$ cat config.mk
export PLATFORM = sky130hd
export DESIGN_NAME = addr_gen_bp_c
export DESIGN_NICKNAME = d
export VERILOG_FILES = /design/src/rtl/lstm_pkg.sv /design/src/rtl/addr_gen_bp_c_pause_counter.sv /design/src/rtl/addr_gen_bp_c.sv
export SDC_FILE = /design/constraint.sdc
export NUM_CORES = 1
export LEC_CHECK = 0
export BUFFER_PORTS_ARGS = -buffer_cell sky130_fd_sc_hd__buf_2
export CORE_UTILIZATION = 55
export CTS_CLUSTER_SIZE = 12
export DETAILED_ROUTE_END_ITERATION = 16
export HOLD_SLACK_MARGIN = 0.1
export MAX_ROUTING_LAYER = met4
export PLACE_DENSITY = 0.8
export SLEW_MARGIN = 20
export SYNTH_ARGS = -nofsm -noshare
export SYNTH_HDL_FRONTEND = slang
export SYNTH_SLANG_ARGS = --single-unit
$ cat constraint.sdc
create_clock -name clk -period 2.1 [get_ports clk]
set_input_delay 0 -clock clk [delete_from_list [all_inputs] [get_ports clk]]
set_output_delay 0 -clock clk [all_outputs]
set_load 0.02 [all_outputs]
$ cat src/rtl/lstm_pkg.sv
// Shared definitions for the LSTM address generators: FSM encoding and default sizing.
package lstm_pkg;

   typedef enum logic [1:0] {
      ST_IDLE  = 2'd0,
      ST_RUN   = 2'd1,
      ST_PAUSE = 2'd2,
      ST_DONE  = 2'd3
   } state_t;

   localparam int LSTM_ADDR_WIDTH = 12;
   localparam int LSTM_TIMESTEP   = 7;
   localparam int LAYR1_CELL      = 53;
   localparam int LAYR2_CELL      = 8;

   // Width for a down-counter that must hold n-1; never narrower than one bit.
   function automatic int cnt_width(input int n);
      if (n > 1) begin
         return $clog2(n);
      end else begin
         return 1;
      end
   endfunction

endpackage

$ cat src/rtl/addr_gen_bp_c_pause_counter.sv
// Loadable down-counter with advance enable and a zero flag; holds at zero.
module pause_counter #(
   parameter int W = 2
) (
   input  logic         clk,
   input  logic         rst_n,
   input  logic         clr,
   input  logic         load,
   input  logic [W-1:0] load_val,
   input  logic         dec,
   output logic         zero
);

   logic [W-1:0] count_r;

   // Count register: clear beats load, load beats decrement.
   always_ff @(posedge clk or negedge rst_n) begin
      if (!rst_n) begin
         count_r <= {W{1'b0}};
      end else if (clr) begin
         count_r <= {W{1'b0}};
      end else if (load) begin
         count_r <= load_val;
      end else if (dec && (count_r != {W{1'b0}})) begin
         count_r <= count_r - {{(W-1){1'b0}}, 1'b1};
      end else begin
         count_r <= count_r;
      end
   end

   assign zero = (count_r == {W{1'b0}});

endmodule

$ cat src/rtl/addr_gen_bp_c.sv
// Reverse-timestep read address generator for the h/c memories used by backprop.
// Issues the current and previous-timestep addresses per cell without a multiplier.
module addr_gen_bp_c
   import lstm_pkg::*;
#(
   parameter int ADDR_WIDTH = LSTM_ADDR_WIDTH,
   parameter int TIMESTEP   = LSTM_TIMESTEP,
   parameter int NUM_CELL   = LAYR1_CELL,
   parameter int DELAY      = 4
) (
   input  logic                  clk,
   input  logic                  rst_n,
   input  logic                  start,
   input  logic                  clr,
   input  logic                  en,
   output logic [ADDR_WIDTH-1:0] o_addr,
   output logic [ADDR_WIDTH-1:0] o_addr_prev,
   output logic                  o_prev_zero,
   output logic [2:0]            o_t,
   output logic                  o_last_cell,
   output logic                  o_valid,
   output logic                  o_busy,
   output logic                  o_done
);

   localparam int CW = cnt_width(DELAY);
   localparam bit HAS_PAUSE = (DELAY > 0);
   localparam logic [ADDR_WIDTH-1:0] A_ZERO  = {ADDR_WIDTH{1'b0}};
   localparam logic [ADDR_WIDTH-1:0] A_NC    = ADDR_WIDTH'(NUM_CELL);
   localparam logic [ADDR_WIDTH-1:0] A_LAST  = ADDR_WIDTH'(NUM_CELL - 1);
   localparam logic [ADDR_WIDTH-1:0] A_BASE0 = ADDR_WIDTH'((TIMESTEP - 1) * NUM_CELL);
   localparam logic [ADDR_WIDTH-1:0] A_PREV0 =
      (TIMESTEP > 1) ? ADDR_WIDTH'((TIMESTEP - 2) * NUM_CELL) : {ADDR_WIDTH{1'b0}};
   localparam logic [2:0]    T_LAST  = 3'(TIMESTEP - 1);
   localparam logic [CW-1:0] P_LOAD  = (DELAY > 0) ? CW'(DELAY - 1) : {CW{1'b0}};

   state_t                  state_r;
   logic [2:0]              t_r;
   logic [ADDR_WIDTH-1:0]   cell_r;
   logic [ADDR_WIDTH-1:0]   base_r;
   logic [ADDR_WIDTH-1:0]   base_prev_r;
   logic                    cell_last_s;
   logic                    t_zero_s;
   logic                    pc_load_s;
   logic                    pc_dec_s;
   logic                    pc_zero_s;

   // End-of-row / first-timestep decode and pause counter controls.
   always_comb begin
      cell_last_s = (cell_r == A_LAST);
      t_zero_s    = (t_r == 3'd0);
      pc_load_s   = 1'b0;
      pc_dec_s    = 1'b0;
      if (HAS_PAUSE && (state_r == ST_RUN) && en && cell_last_s && !t_zero_s) begin
         pc_load_s = 1'b1;
      end else begin
         pc_load_s = 1'b0;
      end
      if ((state_r == ST_PAUSE) && en) begin
         pc_dec_s = 1'b1;
      end else begin
         pc_dec_s = 1'b0;
      end
   end

   pause_counter #(
      .W (CW)
   ) u_pause_counter (
      .clk      (clk),
      .rst_n    (rst_n),
      .clr      (clr),
      .load     (pc_load_s),
      .load_val (P_LOAD),
      .dec      (pc_dec_s),
      .zero     (pc_zero_s)
   );

   // Replay FSM; stepping to the next-lower timestep subtracts NUM_CELL from both bases.
   always_ff @(posedge clk or negedge rst_n) begin
      if (!rst_n) begin
         state_r     <= ST_IDLE;
         t_r         <= 3'd0;
         cell_r      <= A_ZERO;
         base_r      <= A_ZERO;
         base_prev_r <= A_ZERO;
      end else if (clr) begin
         state_r     <= ST_IDLE;
         t_r         <= 3'd0;
         cell_r      <= A_ZERO;
         base_r      <= A_ZERO;
         base_prev_r <= A_ZERO;
      end else begin
         case (state_r)
            ST_IDLE: begin
               if (start) begin
                  state_r     <= ST_RUN;
                  t_r         <= T_LAST;
                  cell_r      <= A_ZERO;
                  base_r      <= A_BASE0;
                  base_prev_r <= A_PREV0;
               end else begin
                  state_r     <= ST_IDLE;
               end
            end
            ST_RUN: begin
               if (en && !cell_last_s) begin
                  cell_r <= cell_r + {{(ADDR_WIDTH-1){1'b0}}, 1'b1};
               end else if (en && t_zero_s) begin
                  state_r <= ST_DONE;
               end else if (en && HAS_PAUSE) begin
                  state_r <= ST_PAUSE;
               end else if (en) begin
                  t_r         <= t_r - 3'd1;
                  cell_r      <= A_ZERO;
                  base_r      <= base_r - A_NC;
                  base_prev_r <= (t_r == 3'd1) ? A_ZERO : base_prev_r - A_NC;
               end else begin
                  state_r <= ST_RUN;
               end
            end
            ST_PAUSE: begin
               if (en && pc_zero_s) begin
                  state_r     <= ST_RUN;
                  t_r         <= t_r - 3'd1;
                  cell_r      <= A_ZERO;
                  base_r      <= base_r - A_NC;
                  base_prev_r <= (t_r == 3'd1) ? A_ZERO : base_prev_r - A_NC;
               end else begin
                  state_r <= ST_PAUSE;
               end
            end
            ST_DONE: begin
               state_r     <= ST_IDLE;
               t_r         <= 3'd0;
               cell_r      <= A_ZERO;
               base_r      <= A_ZERO;
               base_prev_r <= A_ZERO;
            end
            default: begin
               state_r <= ST_IDLE;
            end
         endcase
      end
   end

   assign o_addr      = base_r + cell_r;
   assign o_addr_prev = t_zero_s ? A_ZERO : (base_prev_r + cell_r);
   assign o_prev_zero = (state_r != ST_IDLE) && t_zero_s;
   assign o_t         = t_r;
   assign o_last_cell = (state_r == ST_RUN) && cell_last_s;
   assign o_valid     = (state_r == ST_RUN) && en;
   assign o_busy      = (state_r != ST_IDLE);
   assign o_done      = (state_r == ST_DONE);

endmodule

# ---- Word level (Yosys, flattened, before mapping)
# Index checks and enable logic that the tools add are counted.
dict set report word_totals {
  ff_bits 43
  input_bits 5
  output_inout_bits 32
  elab_cells 74
}
dict set report op_classes {
  addsub 7
  eq_ne 10
  mux 31
  n_reduce_logical 20
}
# cell n
set op_table {}
lappend op_table {{2-to-1 mux 12 bit} 12}
lappend op_table {{one-hot mux 12 bit (3 select lines)} 2}
lappend op_table {{one-hot mux 12 bit (4 select lines)} 1}
lappend op_table {{adder 12 bit} 2}
lappend op_table {{subtractor 12 x 6 -> 12 bit (second input constant)} 2}
lappend op_table {{2-to-1 mux 2 bit} 8}
lappend op_table {{adder 12 x 1 -> 12 bit (second input constant)} 1}
lappend op_table {{== test 12 x 6 -> 1 bit (second input constant)} 1}
lappend op_table {{logical AND 1 bit} 10}
lappend op_table {{2-to-1 mux 3 bit} 3}
lappend op_table {{one-hot mux 3 bit (3 select lines)} 1}
lappend op_table {{one-hot mux 2 bit (4 select lines)} 1}
lappend op_table {{!= test 3 x 2 -> 1 bit (second input constant)} 2}
lappend op_table {{!= test 3 bit (second input constant)} 2}
lappend op_table {{AND reduction 3 bit} 2}
lappend op_table {{== test 2 bit (second input constant)} 2}
lappend op_table {{zero test 2 bit} 2}
lappend op_table {{nonzero test 2 bit} 2}
lappend op_table {{== test 3 x 1 -> 1 bit (second input constant)} 1}
lappend op_table {{zero test 3 bit} 1}
lappend op_table {{2-to-1 mux 1 bit} 3}
lappend op_table {{nonzero test 3 bit} 1}
lappend op_table {{subtractor 3 x 1 -> 3 bit (second input constant)} 1}
lappend op_table {{== test 2 x 1 -> 1 bit (second input constant)} 1}
lappend op_table {{3 further kinds} 4}

# ---- Logic depth before layout (Yosys ltp)
dict set report logic_depth {
  word_depth 7
  ltp_mapped 9
  depth_no_buf 8
}

# ---- By module
# From an unflattened synthesis, not the netlist that was laid out.
dict set report hier_totals {
  cells_unflattened 408
  area_unflattened_um2 3477.1
}
# module n_inst cells_each area_per_inst_um2 seq_area_each_um2
set modules_own_cells {}
lappend modules_own_cells {addr_gen_bp_c 1 394 3340.7 1026.0}
lappend modules_own_cells {pause_counter 1 14 136.4 50.0}

# ---- Worst setup path after synthesis
# No wires, ideal clock.
dict set report synth_path {
  path_type {reg2out}
  from {register cell_r[0]}
  to {output port o_addr_prev[8]}
  arrival_time_ns 2.167
  required_time_ns 2.100
  slack_ns -0.067
  stages_incl_launch_ff 9
  path_buffers 0
  path_cell_list {dfrtp_1 > ha_1 > inv_1 > fa_1 > nor2b_1 > o31a_1 > o21a_1 > o41ai_1 > mux2i_1}
}
dict set report synth_between {
  elab_chain_len 2
}
# element line_no
set synth_lines {}
lappend synth_lines {{start: declaration} addr_gen_bp_c.sv:39} ;# logic [ADDR_WIDTH-1:0] cell_r;
lappend synth_lines {{start signal: assignment} addr_gen_bp_c.sv:107} ;# cell_r <= cell_r + {{(ADDR_WIDTH-1){1'b0}}, 1'b1};
lappend synth_lines {{adder 12 bit} addr_gen_bp_c.sv:147} ;# assign o_addr_prev = t_zero_s ? A_ZERO : (base_prev_r + cell_r);
lappend synth_lines {{2-to-1 mux 12 bit} addr_gen_bp_c.sv:147}
lappend synth_lines {{end: declaration} addr_gen_bp_c.sv:17} ;# output logic [ADDR_WIDTH-1:0] o_addr_prev,
# No other way between the ends.

# ---- Worst setup path after layout
# Same ends and word-level chain as after synthesis.

==> results <==
- Summing internal, switching and leakage power gives 2460 µW.
- The standby leakage power is 0.00200 µW.
- In this run the core area contains 28 standard-cell rows.
- Across every metal layer, demand over resource in global routing totals 30.0%.
- The number of enable flip-flop cells after synthesis is 0.
- The part of the power in registers is 40.9%.
- The detail-routed net length per standard cell is 17.7 µm.
- The largest individual stage delay along the critical path comes from the cell sky130_fd_sc_hd__dfrtp_1.
- Cells with a size suffix above 1 make up 25.1% of the layout.
- The worst supply voltage drop on vdd is 0.000392 V.
- The overall routed net length is 9810 µm.
- The count of antenna diodes in the layout is 0.
- The clock-pin slew reported for the worst setup and hold paths after clock tree synthesis is 0.08 ns.
- Dividing the detail-routed via count by the number of cells gives 6.26.
- From synthesis to final layout, the design area changed by 22.6%.
- The number of top-level pins is 37.
- The cell count after synthesis came out at 417.
- In this run the cell area measured after placement is 3920 µm².
- The number of H-tree branching levels is 2.
- The shortest clock period the worst path allows after layout is 2.40 ns.
- The initial antenna violation count is 0.
- The core region is 6060 µm².
- The master cell of the clock root buffer is sky130_fd_sc_hd__clkbuf_8.
- The dominant register cell in the synthesized netlist is sky130_fd_sc_hd__dfrtp_1.
- The share of total power consumed by net switching is 36.2%.
- The final hold violation count is 0.
- Setup violations remaining at the end of the flow were counted as 14.
- The die is 82.1 µm tall.
- In the routed design, unresolved DRC markers number 0.
- Of all cell types, the one taking the most synthesized area is sky130_fd_sc_hd__dfrtp_1.
- The required time of the worst setup path is 2.10 ns.
- The synthesized design contains 43 register bits.
- The endpoint class of the critical path is an output port.
- The summed area of non-filler cells in the final layout is 4330 µm².
- The largest net degree at the start of global routing is 21.
- The mapped cell area is 3530 µm².
- The via count of the first global-routing pass is 3096.
- The number of sinks on the clock net is 43.
- On the worst path, the slowest cell contributes a delay of 0.42 ns.
- The count of different cell masters after synthesis is 56.
- Final hold analysis gives a worst-case slack of 0.118 ns.
- The final route contains 3470 vias.
- The checks that failed: setup timing.
- The Yosys step of the flow raised 0 warnings.
- Of all nets on the critical path, the largest fanout is 3.
- Max-cap violations in this run came to 0.
- The power share of the combinational group is 33.1%.
- For this configuration, the core starts out at a cell density of 58.2%.
- The run finished, with violations left.
- The number of antenna-violating nets in the routed design is 0.
- The post-route worst setup slack is -0.299 ns.
- After the first detailed-routing iteration, the DRC count stood at 200.
- At the pin with the least slew margin, the transition time is 0.584 ns.
- The worst setup skew after layout is 0.00942 ns.
- The arrival time at the worst endpoint is 2.40 ns.
- The worst setup path is of the reg2out kind.
- The internal portion of total power is 1570 µW.
- The number of buffers and inverters on the critical path is 2.
- The startpoint type of the worst setup path is a flop.
- The total clock buffers created by CTS is 5.
- The total count of max-transition violations in the final report came to 0.
- The detailed placer's ending HPWL is 6850 µm.
- The final worst-path cycle share is 114%.
- The power spent charging and discharging nets is 892 µW.
- The die covers 6740 µm².
- The fraction of power consumed by the clock network is 26.0%.
- Based on the critical path, the design can be clocked at up to 417 MHz.
- Setup repair after global routing could not meet its margin everywhere.
- The number of nets in the synthesized netlist is 454.
- The global-route wire length before repair is 14600 µm.
- A synthesized cell averages 8.46 µm².
- The length of the first detailed-routing pass in iterations is 5.
- The total power divided by cell area is 570 nW/µm².
- The top-area cell type share of the netlist area is 30.5%.
- The kind of cell with the highest combined delay along the critical path is compound AO/OA/AOI/OAI gates.
- The congestion estimate from routability-driven global placement came to 0.895.
- Counting along the longest clock path gives a buffer depth of 2.
- The signal on the critical path passes through ha_2 -> inv_2 -> fa_2 -> nor2b_2 -> o31a_1 -> o21a_1 -> o41ai_2 -> mux2i_1 -> buf_4.
- In the post-synthesis netlist, the biggest area contributors are sky130_fd_sc_hd__dfrtp_1, sky130_fd_sc_hd__ha_1, sky130_fd_sc_hd__xnor2_1.
- At the later pin of the worst-skew pair, clock insertion delay measures 0.30 ns.
- Counting flops with an async set or reset pin after synthesis yields a share of 100%.
- Sequential elements use 30.5% of the synthesized area.
- TritonCTS built the clock tree.
- The width of the die is 82.1 µm.
- The headroom to the max-slew limit is 60.8%.
- For this run, the post-layout net count is 516.
- The total overflow left after global routing is 0.
- The type of the tightest min-delay check is in2async.
- The count of buffers from port buffering is 36.
-- flip-flops by register name (all words and copies together), names as in the netlist --
register,cells
base_prev_r,12
base_r,12
cell_r,12
o_t,3
state_r,2
u_pause_counter.count_r,2
-- final timing paths --
| check | from | to | slack [ns] | cells after the start |
|---|---|---|---|---|
| setup / recovery | cell_r[0] | o_addr_prev[8] | -0.30 | 9 |
| hold / removal | rst_n | cell_r[9] | 0.12 | 2 |
| setup reg to reg | base_r[0] | base_r[10] | 0.10 | 8 |
| hold reg to reg | o_t[0] | o_t[0] | 0.57 | 1 |
| max in group asynchronous | rst_n | base_r[2] | 1.44 | 3 |
| min in group clk | clr | state_r[1] | 0.12 | 2 |
-- per-layer routing --
layer  global-route usage, %  up-vias  wire [µm]
met5                       -        -          0
met4                    8.77        0        248
met3                    4.18       30        443
met2                    49.5      120       4800
met1                    38.4     1692       4320
li1                        -     1628          -
-- layout make-up --
cell class,instances,area (µm²)
multi-input cells,336,2490
well taps,75,93.8
flip-flops and latches,43,1080
repair buffers,66,453
clock inverters,2,37.5
clock buffers,5,68.8
fillers,449,1730
inverters,27,101
-- power by group through the flow --
stage	clock [µW]	sequential, µW	combinational (µW)
2_1_floorplan	0	974	547
3_3_place_gp	0	1000	731
3_5_place_dp	0	1010	749
4_1_cts	647	998	778
5_1_grt	680	1010	893
6_report	641	1010	816
-- Yosys cell counts, drive strengths merged (2+ instances only) --
cell,instances
a211o,3
a211oi,5
a21o,11
a21oi,26
a31oi,4
and2,3
and3,5
and4,3
buf,6
clkbuf,5
dfrtp,43
fa,2
ha,30
inv,27
nand2,25
nand2b,6
nand3,13
nand4,5
nor2,41
nor2b,11
nor3,14
nor3b,2
nor4,3
o2111ai,4
o211ai,4
o21a,7
o21ai,38
o21bai,3
o22ai,3
o31ai,6
or2,4
or3,4
or4,2
xnor2,21
xor2,14
-- cell usage in the layout (no fill, tap or decap), types with 3 or more instances in the layout --
cell	n
sky130_fd_sc_hd__o211ai_1	4
sky130_fd_sc_hd__ha_4	6
sky130_fd_sc_hd__xnor2_1	20
sky130_fd_sc_hd__nand2_1	24
sky130_fd_sc_hd__a21oi_1	22
sky130_fd_sc_hd__dfrtp_2	3
sky130_fd_sc_hd__o21a_1	7
sky130_fd_sc_hd__nor3_1	12
sky130_fd_sc_hd__and3_1	4
sky130_fd_sc_hd__clkbuf_8	5
sky130_fd_sc_hd__a21o_1	11
sky130_fd_sc_hd__o2111ai_1	3
sky130_fd_sc_hd__buf_6	6
sky130_fd_sc_hd__o22ai_1	3
sky130_fd_sc_hd__nand4_1	5
sky130_fd_sc_hd__o21ai_1	3
sky130_fd_sc_hd__nor2b_2	3
sky130_fd_sc_hd__nor2_1	39
sky130_fd_sc_hd__nor4_1	3
sky130_fd_sc_hd__buf_4	32
sky130_fd_sc_hd__a211o_1	3
sky130_fd_sc_hd__buf_2	27
sky130_fd_sc_hd__or3_1	4
sky130_fd_sc_hd__dfrtp_1	40
sky130_fd_sc_hd__inv_1	26
sky130_fd_sc_hd__nand3_1	13
sky130_fd_sc_hd__and4_1	3
sky130_fd_sc_hd__o31ai_1	5
sky130_fd_sc_hd__nor2b_1	8
sky130_fd_sc_hd__a31oi_1	4
sky130_fd_sc_hd__or2_2	4
sky130_fd_sc_hd__a21oi_2	4
sky130_fd_sc_hd__xor2_1	13
sky130_fd_sc_hd__o21bai_1	3
sky130_fd_sc_hd__nand2b_1	6
sky130_fd_sc_hd__ha_1	22
sky130_fd_sc_hd__o21ai_0	33
-- cell families after synthesis --
family	after synthesis	synth area share, %
XOR/XNOR	35	8.69
adder cells (fa/ha/maj)	32	11.8
AO/OA/AOI/OAI	125	23.2
flip-flops	43	30.5
multiplexers	1	0.284
buffers and inverters	38	4.79
AND/OR/NAND/NOR	143	20.8
-- timing repair --
action                                 4_1_cts  5_1_grt
resized for setup                           29       25
gates cloned                                 0        0
setup endpoints to repair                   13       15
pin swaps                                    4       13
setup buffers                                2        4
hold buffers                                 1        0
endpoints found under the hold margin       43        0
-- per-stage QoR --
step | instances | setup TNS (ns) | utilization, % | worst slack, ns
floorplan | 417 | 0 | - | 0.000576
global placement | 540 | 0 | 64.7 | 0.00459
detailed placement | 540 | -0.0593 | 64.7 | -0.0593
CTS | 550 | -1.25 | 69.0 | -0.226
global route | 554 | -3.00 | 71.4 | -0.378
finish | 554 | -1.94 | 71.4 | -0.299
Note: power is estimated with default switching activity, not from simulation.
